==> src/rtl/game_countdown_timer.sv <==
// game_countdown_timer: round countdown with pause/resume, saturating bonus and BCD readout
module game_countdown_timer #(
  parameter int START_SEC = 60,
  parameter int MAX_SEC   = 999,
  parameter int BONUS_SEC = 5,
  parameter int WARN_SEC  = 10
) (
  input  logic       clk,
  input  logic       rst,
  input  logic       one_sec_tick,
  input  logic       start,
  input  logic       pause,
  input  logic       resume,
  input  logic       bonus,
  output logic [9:0] time_left,
  output logic [3:0] bcd_hun,
  output logic [3:0] bcd_ten,
  output logic [3:0] bcd_one,
  output logic       running,
  output logic       paused,
  output logic       expired,
  output logic       warning,
  output logic       time_up
);
  typedef enum logic [1:0] {IDLE, RUN, HOLD, DONE} state_t;
  localparam logic [9:0]  START_V = 10'(START_SEC);
  localparam logic [10:0] MAX_V   = 11'(MAX_SEC);
  localparam logic [10:0] BONUS_V = 11'(BONUS_SEC);
  localparam logic [9:0]  WARN_V  = 10'(WARN_SEC);
  localparam logic [3:0]  S_HUN   = 4'(START_SEC / 100);
  localparam logic [3:0]  S_TEN   = 4'((START_SEC / 10) % 10);
  localparam logic [3:0]  S_ONE   = 4'(START_SEC % 10);
  state_t     state, state_n;
  logic [9:0] time_n, sat, hun_w, ten_w, one_w;
  logic [10:0] sum;
  logic       warn_n, up_n;
  // State register; every output is registered together with the next state and time
  always_ff @(posedge clk) begin
    if (rst) begin
      state     <= IDLE;
      time_left <= START_V;
      bcd_hun   <= S_HUN;
      bcd_ten   <= S_TEN;
      bcd_one   <= S_ONE;
      running   <= 1'b0;
      paused    <= 1'b0;
      expired   <= 1'b0;
      warning   <= 1'b0;
      time_up   <= 1'b0;
    end else begin
      state     <= state_n;
      time_left <= time_n;
      bcd_hun   <= hun_w[3:0];
      bcd_ten   <= ten_w[3:0];
      bcd_one   <= one_w[3:0];
      running   <= state_n == RUN;
      paused    <= state_n == HOLD;
      expired   <= state_n == DONE;
      warning   <= warn_n;
      time_up   <= up_n;
    end
  end
  // Next state and time: start > pause/resume > bonus > tick; the 11-bit sum keeps the carry past 1023
  always_comb begin
    sum     = {1'b0, time_left} + BONUS_V;
    sat     = sum > MAX_V ? MAX_V[9:0] : sum[9:0];
    state_n = state;
    time_n  = time_left;
    if (start) begin
      state_n = RUN;
      time_n  = START_V;
    end else if (state == RUN && pause) state_n = HOLD;
    else if (state == HOLD && resume) state_n = RUN;
    else if (state == HOLD) time_n = bonus ? sat : time_left;
    else if (state == RUN) begin
      time_n = bonus ? sat : time_left;
      time_n = (one_sec_tick && time_n != 10'd0) ? time_n - 10'd1 : time_n;
      state_n = time_n == 10'd0 ? DONE : RUN;
    end
  end
  // Outputs derived from the next state/time so they land on the same edge
  always_comb begin
    hun_w  = time_n / 10'd100;
    ten_w  = (time_n / 10'd10) % 10'd10;
    one_w  = time_n % 10'd10;
    warn_n = (state_n == RUN || state_n == HOLD) && time_n != 10'd0 && time_n <= WARN_V;
    up_n   = state == RUN && state_n == DONE;
  end
endmodule
==> config.mk <==
export PLATFORM = sky130hd
export DESIGN_NAME = game_countdown_timer
export DESIGN_NICKNAME = d
export VERILOG_FILES = /design/src/rtl/game_countdown_timer.sv
export SDC_FILE = /design/constraint.sdc
export NUM_CORES = 1
export LEC_CHECK = 0
export CORE_MARGIN = 2
export CORE_UTILIZATION = 55
export CTS_BUF_LIST = sky130_fd_sc_hd__clkbuf_16
export DETAILED_ROUTE_END_ITERATION = 10
export PLACE_DENSITY = 0.79
export SLEW_MARGIN = 20
export SYNTH_ARGS = -nofsm -noshare
export SYNTH_HDL_FRONTEND = slang
export SYNTH_SLANG_ARGS = --single-unit
==> constraint.sdc <==
create_clock -name clk -period 10.1 [get_ports clk]
set_clock_uncertainty 0.1 [all_clocks]
set_input_delay 2.02 -clock clk [delete_from_list [all_inputs] [get_ports clk]]
set_output_delay 2.02 -clock clk [all_outputs]
set_load 0.05 [all_outputs]
== Word-level counts from Yosys, hierarchy flattened ==
Cells that the tools add are included.
W data, S select, Z words.
Storage, ports and cells
  bits in registers: 29
  bits of input ports: 7
Operators by class
  add/subtract/negate cells: 2
  div/mod/pow operators: 4
  order comparisons: 2
  equal/unequal tests: 5
  muxes and demuxes: 14
  reduce and logical (&&, ||, !) cells: 10
Operator list (count)
  $mux W10: 8
  $mod A10 B4 Y10 const B: 2
  $reduce_bool A10 Y1: 2
  $mux W2: 6
  $add A10 B3 Y11 const B: 1
  $gt A11 B10 Y1 const B: 1
  $div A10 B4 Y10 const B: 1
  $div A10 B7 Y10 const B: 1
  $le A10 B4 Y1 const B: 1
  $logic_not A10 Y1: 1
  $sub A10 B1 Y10 const B: 1
  $eq A2 B2 Y1 const B: 3
  $logic_and A1 B1 Y1: 6
  $eq A2 B1 Y1 const B: 2
  $logic_or A1 B1 Y1: 1

== Depth between registers and ports, before layout ==
  word-level depth: 18
  mapped depth: 45

== Least setup slack after synthesis ==
Ideal clock, no wire load.
  path type: input -> register
  start: in bonus
  end: reg bcd_ten[3]
  setup time: 0.074 ns
  arrival time: 9.967 ns
  setup slack: -0.041 ns
  stages on the path: 35
  path buffers: 2
  path through: inv_1 > nor4_1 > mux2_2 > a211oi_1 > nor3_1 > o211ai_1 > clkinv_1 > ha_1 > nor2b_1 > a211oi_1 > or3_4 > o211a_2 > nand2_1 > nor2_1 > o21ai_0 > clkbuf_1 > ha_1 > nand2_1 > a211oi_1 > o2111ai_1 > a221oi_1 > o2111ai_1 > a31oi_4 > o21ai_1 > nand2_1 > inv_1 > ha_1 > a21o_1 > o21a_1 > a211o_1 > or2_1 > buf_2 > a221o_1 > or3_1 > a31oi_1
On the way
  longest elaborated chain between the ends: 11
  elaborated cells on any way between the ends: 12
  those cells by class: add/sub (1); div (2); mux (7); reduce/logical (2)
RTL lines
  from (decl): RTL line 14  | input logic bonus,
  $mux W10 *: RTL line 74, 76
  parallel branches: the longest is 4 deep, another holds $sub A10 B1 Y10
  $mux W10 *: RTL line 74  | else if (state == HOLD) time_n = bonus ? sat : time_left;
  $mux W10 *: RTL line 73  | else if (state == HOLD && resume) state_n = RUN;
  $mux W10 *: RTL line 72  | end else if (state == RUN && pause) state_n = HOLD;
  $mux W10 *: RTL line 69  | if (start) begin
  $div A10 B4 Y10 *: RTL line 84  | ten_w = (time_n / 10'd10) % 10'd10;
  $mod A10 B4 Y10 *: RTL line 84
  to (signal assigned): RTL line 54  | bcd_ten <= ten_w[3:0];
  to (decl): RTL line 17  | output logic [3:0] bcd_ten,
Every way passes the cells marked *.
A chain may end at the register's enable or synchronous reset.

== Worst setup path after layout ==
  start: in resume
  end: reg bcd_ten[3]
On the way
  longest elaborated chain between the ends: 6
RTL lines
  from (decl): RTL line 13  | input logic resume,
  $logic_and A1 B1 Y1: RTL line 73
  $mux W10: RTL line 73
  $mux W10: RTL line 72
  $mux W10: RTL line 69
  $div A10 B4 Y10: RTL line 84
  $mod A10 B4 Y10: RTL line 84
No other way between the ends.

==> impl_results.md <==
* First-pass GRT wire length at approximately 27000 um
* # setup viols final at 0
* CP delay by family, top: compound AO/OA/AOI/OAI gates
* Status: complete, no violations
* Dpl hpwl at about 13000 um
* Vias per inst at 7.08
* DRT iter0 DRCs at 445
* Crit. End Element: flip-flop
* Most frequent cells after synthesis: 67 x nor2_1, 53 x nand2_1, 51 x a21oi_1, 36 x o21ai_0
* Fillers at about 750
* CP Buf/Inv Count at 5
* GR Overflow Total at 0
* Power per cell area at 98.9 mW/mm2
* Max FO, Critical Path at 7
* Number of synthesized register bits at 28
* Rel. slew slack at about a third
* Yosys warning count at 0
* Static Leak at 0.00221 uW
* RSZ-0062 raised after global routing: no
* Clk slew on worst S/H paths at roughly 0.070 ns
* Via count of the first global-routing pass at approximately 5400
* Total Power at 573 uW
* Final Cycle Share at a little over nine tenths
* Critical path class: in -> reg
* Core ar. at 0.00864 mm2
* Boundary pin count at 34
* Share of layout cells above drive strength 1 at 18.3%
* Fmax at 104 MHz
* FP Rows at 34
* Die Area at 0.00958 mm2
* H-tree Lvls at 1
* DR pass1 iterations at 5
* Cells after DPL at 832
* Slowest stage delay, CP at 0.45 ns
* Clk_lat worst skew at 0.26 ns
* Antenna Cells at 0
* Die height at between 90 and 100 um
* CTS Sinks at 28
* Count leader, synth: nor2_1
* DRC at 0
* Largest net degree at the start of global routing at 29
* HP Class: reg -> reg
* Root Buffer: clkbuf_16
* Worst setup SP type: input port
* Die X at 97.9 um
* CTS Buffer Depth at 2
* GPL Wtd Cong at 1.04
* Gr usage total at between 30 and 40%
* Max IR drop VDD at 0.0653 mV
* Routed len/inst at 20.0 um
* Syn Nets at 702
* CP Data Required Time at 10.19 ns
* Final hold violation count at 0
* Max Cap Viol at 0
* Synth top area cells: dfxtp_1 12%, a21oi_1 5.3%, nor2_1 5.2%
* Dominant synthesized flop cell: dfxtp_1
* Cell variety after synth at a little over 100
* Post-route ant nets at 0
* WP data arrival at 9.67 ns
* CTS buffer count at 3
* CTS tree: done
* Slew Limit Fails at 0
* Ys async rst share at 0%
* Final WL at 16800 um
* IO Port Bufs at 33
* EDFF count, synth at 0
* Initial Util at about 56%
* Final cell count without fillers at 840
* Antenna violations before repair at 0
* Nets at 757
* Post-layout util at 67.1%
* Hold buffers post-CTS at 0
* Area Growth Syn to Fin at 19.4%
* Register area share after synthesis at 11.6%
* Tmin final at 9.58 ns
* Slowest library cell on the worst path: a2111oi_0
* Post-synth top area cell: dfxtp_1
* Syn Inst Count at 678
* Post-Syn Area at 0.00485 mm2
* DR vias at 5945
* Synth Area per Inst at 7.15 um2
* Worst-Margin Slew at 0.986 ns
* Top-area cell type share of the netlist area at 11.6%
path summary, 6_finish.rpt:
kind                 to          from  slack (ns)  cells past startpoint
max          bcd_ten[3]        resume        0.52                     33
min             time_up      state[0]        0.62                      1
max reg2reg  bcd_ten[3]  time_left[5]        1.02                     35
min reg2reg     time_up      state[0]        0.62                      1
state kept, by name, summed over array words and instances (netlist names):
register   cells
warning        1
paused         1
expired        1
bcd_ten        4
running        1
bcd_one        3
state          2
time_up        1
time_left     10
bcd_hun        4
timing repair:
item	in CTS	in global routing
gates resized for setup	2	36
setup buffers	0	4
pin swaps	0	6
endpoints found under the setup margin	3	3
hold endpoints to repair	0	0
metrics by stage:
step / setup slack (ns) / hold slack [ns] / TNS [ns] / instance area (um2)
2_1_floorplan: 0.0798 / 0.509 / 0 / 4850
3_3_place_gp: 0.0499 / 0.593 / 0 / 5500
3_5_place_dp: -0.267 / 0.593 / -0.680 / 5500
4_1_cts: 0.00304 / 0.604 / 0 / 5610
5_1_grt: 0.0782 / 0.645 / 0 / 5790
6_report: 0.523 / 0.616 / 0 / 5790
cell type report:
type                    instances  area (um2)  share of cell area (%)
flip-flops and latches         28         561                    9.68
well taps                     108         135                    2.33
clock buffers                   3        75.1                    1.30
inverters                      26         101                    1.75
clock inverters                 1        30.0                   0.518
multi-input cells             590        4170                    72.1
repair buffers                 84         716                    12.4
cell families (layout without fill, tap and decap cells):
family | after synthesis | after routing | share of synthesized area, %
AO/OA/AOI/OAI | 289 | 289 | 46.3
XOR/XNOR | 14 | 14 | 2.53
adder cells (fa/ha/maj) | 17 | 17 | 4.39
buffers and inverters | 60 | 114 | 5.62
flip-flops | 28 | 28 | 11.6
multiplexers | 15 | 15 | 3.17
AND/OR/NAND/NOR | 255 | 255 | 26.4
metal layers:
layer | up-vias | share of wire, % | GRT usage (%)
met1 | 2796 | 41 | 43.3
li1 | 2766 | - | -
met5 | - | 0 | 0
met4 | 0 | 3.3 | 13.4
met3 | 51 | 6.9 | 2.51
met2 | 332 | 48 | 58.2
cells in the final DEF (no fill, tap or decap), drive strengths merged, types with 4 or more instances in the layout:
master / instances
a2111oi: 5
a211o: 13
a211oi: 25
a21boi: 4
a21o: 20
a21oi: 55
a221oi: 8
a22o: 4
a22oi: 4
a31oi: 10
and2: 11
and3: 11
buf: 51
clkdlybuf4s50: 32
dfxtp: 28
ha: 17
inv: 24
mux2i: 12
nand2: 53
nand2b: 14
nand3: 18
nand4: 10
nor2: 67
nor2b: 6
nor3: 28
nor4: 6
o2111ai: 8
o211a: 5
o211ai: 16
o21a: 8
o21ai: 45
o22ai: 6
o311ai: 5
o31a: 7
o31ai: 11
o32a: 4
or2: 6
or3: 12
xnor2: 10
xor2: 4
power breakdown:
group | switching, uW | leakage [uW] | internal (uW) | total, uW
registers | 8.13 | 0.000229 | 121 | 129
clock network | 37.7 | 0.0000511 | 78.9 | 117
logic | 206 | 0.00193 | 121 | 327
(Power assumes the default switching activity.)
